**config.mk**
```make
export PLATFORM = sky130hd
export DESIGN_NAME = sample_fetch_dp_flat
export DESIGN_NICKNAME = d
export VERILOG_FILES = /design/src/rtl/sample_fetch_dp_if.sv /design/src/rtl/sample_fetch_dp.sv /design/src/flat_wrapper.sv
export SDC_FILE = /design/constraint.sdc
export NUM_CORES = 1
export LEC_CHECK = 0
export CAP_MARGIN = 10
export CORE_UTILIZATION = 30
export DETAILED_ROUTE_END_ITERATION = 8
export PLACE_DENSITY_LB_ADDON = 0.05
export SLEW_MARGIN = 15
export SYNTH_ARGS = -nofsm -noshare
export SYNTH_HDL_FRONTEND = slang
export SYNTH_SLANG_ARGS = --single-unit
```
**constraint.sdc**
```tcl
create_clock -name clk -period 3.7 [get_ports clk]
set_input_delay 0.555 -clock clk [delete_from_list [all_inputs] [get_ports clk]]
set_output_delay 0.555 -clock clk [all_outputs]
set_load 0.005 [all_outputs]
```
**src/rtl/sample_fetch_dp_if.sv**
```systemverilog
// Bundle of the controller handshake, configuration and both SRAM ports seen by
// the sample fetch datapath. The datapath uses the slave view; the environment
// (controller plus SRAMs) uses the master view.
interface sample_fetch_dp_if #(
  parameter int unsigned DATAWIDTH  = 32,
  parameter int unsigned FRAMEADDR  = 16,
  parameter int unsigned SAMPLEADDR = 16
);
  // Controller handshake
  logic                  enable;
  logic                  load;
  logic                  store;        // active low
  logic                  done;
  logic                  got_it;
  logic                  sram_full;
  // Configuration
  logic [7:0]            cfg_stride;
  logic [DATAWIDTH-1:0]  cfg_thresh;
  // Frame SRAM read port
  logic                  frame_cs;
  logic [FRAMEADDR-1:0]  frame_addr;
  logic [DATAWIDTH-1:0]  frame_rdata;
  // Sample SRAM write port
  logic                  sample_we_n;
  logic [SAMPLEADDR-1:0] sample_addr;
  logic [DATAWIDTH-1:0]  sample_wdata;
  // Status
  logic [SAMPLEADDR:0]   sample_count;
  logic                  frame_wrap;

  modport master (
    output enable, load, store, done, cfg_stride, cfg_thresh, frame_rdata,
    input  got_it, sram_full, frame_cs, frame_addr, sample_we_n, sample_addr,
           sample_wdata, sample_count, frame_wrap
  );

  modport slave (
    input  enable, load, store, done, cfg_stride, cfg_thresh, frame_rdata,
    output got_it, sram_full, frame_cs, frame_addr, sample_we_n, sample_addr,
           sample_wdata, sample_count, frame_wrap
  );
endinterface

```
**src/rtl/sample_fetch_dp.sv**
```systemverilog
// Sample fetch datapath: walks the frame SRAM on controller load strobes, keeps
// every Nth pixel at or above a threshold, and writes kept pixels into the
// sample SRAM on controller store strobes until the sample SRAM is full.
module sample_fetch_dp #(
  parameter int unsigned DATAWIDTH    = 32,
  parameter int unsigned FRAMEADDR    = 16,
  parameter int unsigned SAMPLEADDR   = 16,
  parameter int unsigned FRAME_DEPTH  = 65536,
  parameter int unsigned SAMPLE_DEPTH = 65536
) (
  input logic               clk,
  input logic               rst,
  sample_fetch_dp_if.slave  bus
);

  localparam logic [FRAMEADDR-1:0]  FrameLast  = FRAMEADDR'(FRAME_DEPTH - 1);
  localparam logic [SAMPLEADDR-1:0] SampleLast = SAMPLEADDR'(SAMPLE_DEPTH - 1);
  localparam logic [SAMPLEADDR:0]   SampleFull = (SAMPLEADDR + 1)'(SAMPLE_DEPTH);

  typedef enum logic [1:0] {StIdle, StActive, StFull} state_e;

  state_e                state_q, state_d;
  logic [FRAMEADDR-1:0]  frame_addr_q, frame_addr_d;
  logic [SAMPLEADDR-1:0] sample_addr_q, sample_addr_d;
  logic [SAMPLEADDR:0]   sample_count_q, sample_count_d;
  logic [7:0]            stride_cnt_q, stride_cnt_d;
  logic [DATAWIDTH-1:0]  wdata_q, wdata_d;
  logic                  frame_wrap_q, frame_wrap_d;

  logic                  active;
  logic                  keep;
  logic [7:0]            stride_last;

  // Outputs are forced to their reset values while rst is high so nothing is
  // written in the reset cycle.
  assign active      = (state_q == StActive) && !rst;
  assign keep        = (stride_cnt_q == 8'd0) && (bus.frame_rdata >= bus.cfg_thresh);
  assign stride_last = (bus.cfg_stride == 8'd0) ? 8'd0 : bus.cfg_stride - 8'd1;

  assign bus.frame_cs     = active;
  assign bus.got_it       = bus.load & active & keep;
  assign bus.sample_we_n  = bus.store | ~active;
  assign bus.sram_full    = !rst && ((state_q == StFull) ||
                                     ((state_q == StActive) && (sample_addr_q == SampleLast)));
  assign bus.frame_addr   = frame_addr_q;
  assign bus.sample_addr  = sample_addr_q;
  assign bus.sample_wdata = wdata_q;
  assign bus.sample_count = sample_count_q;
  assign bus.frame_wrap   = frame_wrap_q;

  // Next-state and counter updates.
  always_comb begin
    state_d        = state_q;
    frame_addr_d   = frame_addr_q;
    sample_addr_d  = sample_addr_q;
    sample_count_d = sample_count_q;
    stride_cnt_d   = stride_cnt_q;
    wdata_d        = wdata_q;
    frame_wrap_d   = 1'b0;

    unique case (state_q)
      StIdle: begin
        if (bus.enable) begin
          state_d        = StActive;
          frame_addr_d   = '0;
          sample_addr_d  = '0;
          sample_count_d = '0;
          stride_cnt_d   = '0;
        end
      end
      StActive: begin
        if (bus.load) begin
          if (frame_addr_q == FrameLast) begin
            frame_addr_d = '0;
            frame_wrap_d = 1'b1;
          end else begin
            frame_addr_d = frame_addr_q + 1'b1;
          end
          // >= keeps the counter bounded if cfg_stride shrinks mid-run.
          stride_cnt_d = (stride_cnt_q >= stride_last) ? 8'd0 : stride_cnt_q + 8'd1;
          if (keep) wdata_d = bus.frame_rdata;
        end
        if (!bus.store) begin
          if (sample_addr_q == SampleLast) begin
            state_d        = StFull;
            sample_count_d = SampleFull;
          end else begin
            sample_addr_d  = sample_addr_q + 1'b1;
            sample_count_d = sample_count_q + 1'b1;
          end
        end
        if (bus.done) state_d = StIdle;
      end
      StFull: begin
        if (bus.done) state_d = StIdle;
      end
      default: state_d = StIdle;
    endcase
  end

  // State and datapath registers with synchronous reset.
  always_ff @(posedge clk) begin
    if (rst) begin
      state_q        <= StIdle;
      frame_addr_q   <= '0;
      sample_addr_q  <= '0;
      sample_count_q <= '0;
      stride_cnt_q   <= '0;
      wdata_q        <= '0;
      frame_wrap_q   <= 1'b0;
    end else begin
      state_q        <= state_d;
      frame_addr_q   <= frame_addr_d;
      sample_addr_q  <= sample_addr_d;
      sample_count_q <= sample_count_d;
      stride_cnt_q   <= stride_cnt_d;
      wdata_q        <= wdata_d;
      frame_wrap_q   <= frame_wrap_d;
    end
  end

endmodule

```
**src/flat_wrapper.sv**
```systemverilog
// flat-port wrapper written by rule: the top's interface ports become plain ports
module sample_fetch_dp_flat 
#(
  parameter int unsigned DATAWIDTH    = 32,
  parameter int unsigned FRAMEADDR    = 16,
  parameter int unsigned SAMPLEADDR   = 16,
  parameter int unsigned FRAME_DEPTH  = 65536,
  parameter int unsigned SAMPLE_DEPTH = 65536
)
  (clk, rst, bus_enable, bus_load, bus_store, bus_done, bus_cfg_stride, bus_cfg_thresh, bus_frame_rdata, bus_got_it, bus_sram_full, bus_frame_cs, bus_frame_addr, bus_sample_we_n, bus_sample_addr, bus_sample_wdata, bus_sample_count, bus_frame_wrap);
  sample_fetch_dp_if #(.DATAWIDTH(DATAWIDTH), .FRAMEADDR(FRAMEADDR), .SAMPLEADDR(SAMPLEADDR)) bus_i ();
  input logic clk;
  input logic rst;
  input wire logic [$bits(bus_i.enable)-1:0] bus_enable;
  input wire logic [$bits(bus_i.load)-1:0] bus_load;
  input wire logic [$bits(bus_i.store)-1:0] bus_store;
  input wire logic [$bits(bus_i.done)-1:0] bus_done;
  input wire logic [$bits(bus_i.cfg_stride)-1:0] bus_cfg_stride;
  input wire logic [$bits(bus_i.cfg_thresh)-1:0] bus_cfg_thresh;
  input wire logic [$bits(bus_i.frame_rdata)-1:0] bus_frame_rdata;
  output wire logic [$bits(bus_i.got_it)-1:0] bus_got_it;
  output wire logic [$bits(bus_i.sram_full)-1:0] bus_sram_full;
  output wire logic [$bits(bus_i.frame_cs)-1:0] bus_frame_cs;
  output wire logic [$bits(bus_i.frame_addr)-1:0] bus_frame_addr;
  output wire logic [$bits(bus_i.sample_we_n)-1:0] bus_sample_we_n;
  output wire logic [$bits(bus_i.sample_addr)-1:0] bus_sample_addr;
  output wire logic [$bits(bus_i.sample_wdata)-1:0] bus_sample_wdata;
  output wire logic [$bits(bus_i.sample_count)-1:0] bus_sample_count;
  output wire logic [$bits(bus_i.frame_wrap)-1:0] bus_frame_wrap;
  assign bus_i.enable = bus_enable;
  assign bus_i.load = bus_load;
  assign bus_i.store = bus_store;
  assign bus_i.done = bus_done;
  assign bus_i.cfg_stride = bus_cfg_stride;
  assign bus_i.cfg_thresh = bus_cfg_thresh;
  assign bus_i.frame_rdata = bus_frame_rdata;
  assign bus_got_it = bus_i.got_it;
  assign bus_sram_full = bus_i.sram_full;
  assign bus_frame_cs = bus_i.frame_cs;
  assign bus_frame_addr = bus_i.frame_addr;
  assign bus_sample_we_n = bus_i.sample_we_n;
  assign bus_sample_addr = bus_i.sample_addr;
  assign bus_sample_wdata = bus_i.sample_wdata;
  assign bus_sample_count = bus_i.sample_count;
  assign bus_frame_wrap = bus_i.frame_wrap;
  sample_fetch_dp #(.DATAWIDTH(DATAWIDTH), .FRAMEADDR(FRAMEADDR), .SAMPLEADDR(SAMPLEADDR), .FRAME_DEPTH(FRAME_DEPTH), .SAMPLE_DEPTH(SAMPLE_DEPTH)) u_core (.clk(clk), .rst(rst), .bus(bus_i));
endmodule
```
* Yosys cells after proc, flatten, opt, wreduce, memory -nomap -nowiden
Cells that the tools add are included.
Word-level totals: bits in registers 92, latch bits 0, bits in writable memories 0, bits in read-only memories 0, input bits 78, output and inout port bits 86, word-level logic and storage cells 70, memories 0
Cells by class: add/sub/neg operators 5, multipliers 0, divide/modulo/power cells 0, $lt $le $gt $ge 2, equality and inequality tests 11, shift operators 0, muxes and demuxes 23, bitwise logic cells 6, reductions and logical operators 16
Operators by type and width (number):
- 2-to-1 mux 16 bit | 5
- one-hot mux 16 bit (2 select lines) | 2
- 2-to-1 mux 17 bit | 3
- one-hot mux 17 bit (2 select lines) | 1
- adder 16 x 1 -> 16 bit, second input constant | 2
- == test 16 bit, second input constant | 2
- greater-or-equal comparator 32 bit | 1
- 2-to-1 mux 8 bit | 4
- adder 17 x 1 -> 17 bit, second input constant | 1
- zero test 8 bit | 2
- one-hot mux 8 bit (2 select lines) | 1
- 2-to-1 mux 2 bit | 5
- != test 2 bit, second input constant | 5
- AND reduction 3 bit | 3
- adder 8 x 1 -> 8 bit, second input constant | 1
- greater-or-equal comparator 8 bit | 1
- AND reduction 4 bit | 2
- subtractor 8 x 1 -> 8 bit, second input constant | 1
- != test 3 bit, second input constant | 2
- one-hot mux 2 bit (3 select lines) | 1
- logical AND 1 bit | 4
- NOT 1 bit | 3
- OR reduction 3 bit | 1
- bitwise AND 1 bit | 2
- 8 further kinds | 8

* Depth between registers and ports, before layout
depth after elaboration 6, depth in mapped cells 12, mapped depth without buffers 12

* Least setup slack after synthesis
No wires, ideal clock.
path kind input-to-reg, start point in bus_cfg_stride[5], end point reg u_core.stride_cnt_q[4], library setup time 0.074 ns, data arrival time 2.894 ns, required time 3.626 ns, path slack 0.732 ns, stages 11, buffers on the path 0, path through nor4_1 -> nand2_1 -> or3_1 -> nand2_1 -> ha_1 -> a21o_1 -> a221o_1 -> a21o_1 -> a211oi_1 -> nand3_1 -> a31oi_1
Between the ends: longest elaborated chain between the ends 6, elaborated cells on any way between the ends 7, those cells by class add/sub: 1; order compare: 1; mux: 4; reduce/logical: 1
RTL lines:
- start, declared | RTL line flat_wrapper.sv:18 | input wire logic [$bits(bus_i.cfg_stride)-1:0] bus_cfg_stride;
- subtractor 8 x 1 -> 8 bit or zero test 8 bit (tied branches) | RTL line sample_fetch_dp.sv:38 | assign stride_last = (bus.cfg_stride == 8'd0) ? 8'd0 : bus.cfg_stride - 8'd1;
- 2-to-1 mux 8 bit (*) | RTL line sample_fetch_dp.sv:38
- greater-or-equal comparator 8 bit (*) | RTL line sample_fetch_dp.sv:80 | stride_cnt_d = (stride_cnt_q >= stride_last) ? 8'd0 : stride_cnt_q + 8'd1;
- 2-to-1 mux 8 bit (*) | RTL line sample_fetch_dp.sv:80
- 2-to-1 mux 8 bit (*) | RTL line sample_fetch_dp.sv:72 | if (bus.load) begin
- one-hot mux 8 bit (2 select lines) (*) | RTL line sample_fetch_dp.sv:61 | unique case (state_q)
- end signal, assigned | RTL line sample_fetch_dp.sv:116 | stride_cnt_q <= stride_cnt_d;
- end, declared | RTL line sample_fetch_dp.sv:26 | logic [7:0] stride_cnt_q, stride_cnt_d;
Every way passes the cells marked *; elsewhere a longest branch is shown, timed or not. The select of a mux whose other input is x is not followed. A chain may end at the register's enable or synchronous reset.

* Worst setup path in the final report
start point in bus_cfg_stride[4], end point reg u_core.stride_cnt_q[6]
Same word-level chain as after synthesis.

==> flow_summary.json <==
{
  "detail_route.vias_per_cell": 5.09,
  "report.final.slew_viol_count": 0,
  "post_synth_main_area_contributors": "sky130_fd_sc_hd__dfxtp_1 (34%), sky130_fd_sc_hd__ha_1 (10%), sky130_fd_sc_hd__nand3_1 (5.2%)",
  "die_h_um": 137,
  "num_vias": 5417,
  "grt_use_total": 0.176,
  "r2r_cells": 9,
  "final_cell_mix": "sky130_fd_sc_hd__clkdlybuf4s50_1 (161), sky130_fd_sc_hd__dfxtp_1 (92), sky130_fd_sc_hd__nand3_1 (57)",
  "share_of_cells_above_drive_strength_1": 0.0742,
  "worst_path_max_stage_delay_ns": 0.46,
  "worst_pin_slew_ns": 0.930,
  "antenna_cells_inserted": 0,
  "fp.dieW_um": 137,
  "path_max_fanout": 6,
  "synth_enable_flop_cells": 0,
  "clkLatencyLatePin_ns": 0.35,
  "dp_hpwl_um": 12400,
  "cell_count_of_the_worst_hold_path": 2,
  "setup_slack_ns": 0.367,
  "place.gp.congestion": 0.814,
  "firstDrtPassIters": 5,
  "cap_violations": 0,
  "drt-wirelength-per-cell_um": 15.4,
  "post_cts_repair_setup_buffers": 0,
  "starting_utilization_of_the_core_area": 0.306,
  "cts-root-to-sink-buffers": 2,
  "final.setup_skew_ns": 0.00778,
  "ctsRootBufferMaster": "sky130_fd_sc_hd__clkbuf_16",
  "syn-instance-count": 668,
  "grt_setup_unrepaired": "no",
  "layout-area-overhead-vs-synth_pct": 40.2,
  "ir_worst_vdd_v": 0.000273,
  "synth.cell_area_mm2": 0.00550,
  "critical_path_class": "input pin to flop",
  "worst_case_setup_slack_after_placement_ns": -0.0187,
  "maxSlewHeadroom": 0.376,
  "ys_seq_elements": 92,
  "min_from": "u_core.bus.sample_wdata[21]",
  "hold_violations": 0,
  "cts.clk_slew.worst_paths_ns": 0.07,
  "post_synth.cell_area_avg_um2": 8.23,
  "finalNetCount": 955,
  "critical_path.startpoint_type": "input pin",
  "numCtsBuffers": 9,
  "setup_viol": 0,
  "power.leakage_nw": 2.87,
  "timing.final.crit_share": 0.901,
  "critical_path_required_ns": 3.97,
  "status": "complete, no violations",
  "minimum_clock_period_after_layout_ns": 3.33,
  "ys_warn_count": 0,
  "grt_pass1_vias": 5269,
  "crit_path_cell_trace": "clkdlybuf4s50_1 > nor4_1 > nand2_1 > or3_1 > nand2_1 > ha_1 > a21o_1 > a221o_1 > a21o_1 > a21oi_1 > nand2_1 > o21ai_0",
  "cts_tree": "done",
  "yosysUniqueCellTypes": 61,
  "synth_largest_area_cell": "sky130_fd_sc_hd__dfxtp_1",
  "endpoint_kind": "flop",
  "cpMaxStageDelayCell": "sky130_fd_sc_hd__clkdlybuf4s50_1",
  "maximum_number_of_pins_on_one_net_before_global_route_repair": 33,
  "setup.reg_to_reg.worst_slack_ns": 1.20,
  "number_of_violations_reported_at_the_end_of_detailed_routing_iteration_0": 228,
  "rr_startpoint": "u_core.stride_cnt_q[0]",
  "net_count_of_the_mapped_netlist": 792,
  "yosysTopAreaCellShare": 0.335,
  "layout.core_utilization": 0.429,
  "fraction_of_registers_with_async_set_or_reset_after_synthesis": 0,
  "layout_commonest_cell": "sky130_fd_sc_hd__clkdlybuf4s50_1",
  "worst_hold_path_type": "flop to flop",
  "fp.dieArea_mm2": 0.0189,
  "drtAntennaViolNets": 0,
  "postRouteWirelength_um": 16400,
  "fill_count": 1836,
  "grt_antenna_before_repair": 0,
  "buffer_ports.inserted": 163,
  "core-area_mm2": 0.0180,
  "top_level_ports": 164,
  "fmaxAchievable_mhz": 300,
  "seq_area_frac_synth": 0.335,
  "min_delay_worst_endpoint": "u_core.bus.sample_wdata[21]",
  "cts_sinks": 92,
  "power_density_over_the_cells_mw_per_mm2": 319,
  "critPathArrivalTime_ns": 3.60,
  "globalRoute.totalOverflow": 0,
  "cts-htree-levels": 3,
  "cts_hold_buffers": 0,
  "grt_pass1_wl_um": 26000,
  "rows": 49,
  "drc_errors_left": 0,
  "critical_path.most_common_cell": "sky130_fd_sc_hd__nand2_1",
  "synth-main-ff-cell": "sky130_fd_sc_hd__dfxtp_1",
  "rr_endpoint": "u_core.bus.sample_wdata[9]"
}
synth_stat cells (all sizes together), types with 7 or more instances:
master,number
nor2,56
buf,12
xnor2,18
nand4,15
nand2,54
inv,44
dfxtp,92
clkbuf,11
o21ai,56
and3,12
a21oi,64
nand2b,7
nand3,57
or3,8
ha,46
xor2,16
nor3,17
a21o,11
critical path, delay by kind of cell:
family / cells / cell delay [ns]
buffers and inverters: 1 / 0.46
AND/OR/NAND/NOR: 5 / 1.24
AO/OA/AOI/OAI: 5 / 1.13
adder cells (fa/ha/maj): 1 / 0.24
worst max path at each step:
stage,cells past startpoint,slack (ns),to,start
6_report,12,0.37,u_core.stride_cnt_q[6],bus_cfg_stride[4]
5_1_grt,12,0.13,u_core.stride_cnt_q[6],bus_cfg_stride[4]
4_1_cts,9,0.009,bus_got_it,bus_cfg_thresh[11]
3_5_place_dp,9,-0.02,bus_got_it,bus_cfg_thresh[11]
3_3_place_gp,9,-0.0005,bus_got_it,bus_cfg_thresh[15]
2_1_floorplan,11,0.73,u_core.stride_cnt_q[4],bus_cfg_stride[5]
what timing repair did:
| item | CTS | global route |
|---|---|---|
| pin swaps | 0 | 0 |
| gates resized for setup | 2 | 1 |
| setup endpoints to repair | 1 | 1 |
cells by family (layout without fill, tap and decap cells):
group / after synthesis / after routing / synth area share
xor+xnor: 34 / 34 / 0.0542
buf+inv: 70 / 238 / 0.0646
simple gates: 253 / 253 / 0.231
flops: 92 / 92 / 0.335
fa+ha+maj: 46 / 46 / 0.105
compound gates: 173 / 173 / 0.211
power breakdown:
group	internal (W)	switching, W	total [W]
Clock	0.000666	0.000425	0.00109
Combinational	0.000179	0.000169	0.000348
Sequential	0.00100	0.0000131	0.00102
Total	0.00185	0.000607	0.00245
stage by stage:
step	power, W	hold slack [ns]	TNS, ns	area (µm²)	std cells
5_1_grt	0.00256	0.492	0	7700	1065
6_report	0.00245	0.469	0	7700	1065
3_3_place_gp	0.00138	0.455	-0.000527	7340	1049
2_1_floorplan	0.00121	0.460	0	5500	668
4_1_cts	0.00249	0.475	0	7700	1065
3_5_place_dp	0.00139	0.463	-0.0187	7340	1049
metal layers:
metal | up-vias | track usage | wire [µm]
li1 | 2737 | - | -
met1 | 2514 | 0.222 | 7570
met2 | 148 | 0.302 | 7680
met3 | 18 | 0.0272 | 869
met4 | 0 | 0.0598 | 265
met5 | - | 0 | 0
layout make-up:
cell class,instances,area [µm²],area share
multi-input cells,506,3320,0.431
well taps,229,287,0.0372
inverters,44,165,0.0214
clock inverters,7,124,0.0161
repair buffers,178,1740,0.226
flip-flops and latches,92,1840,0.239
clock buffers,9,225,0.0292
state kept, by name, indices dropped and copies added, names as in the netlist:
name / count
u_core.bus.sample_wdata: 32
u_core.state_q: 2
u_core.bus.sample_addr: 16
u_core.stride_cnt_q: 8
u_core.bus.frame_wrap: 1
u_core.bus.sample_count: 17
u_core.bus.frame_addr: 16
Note: power is estimated with default switching activity, not from simulation.
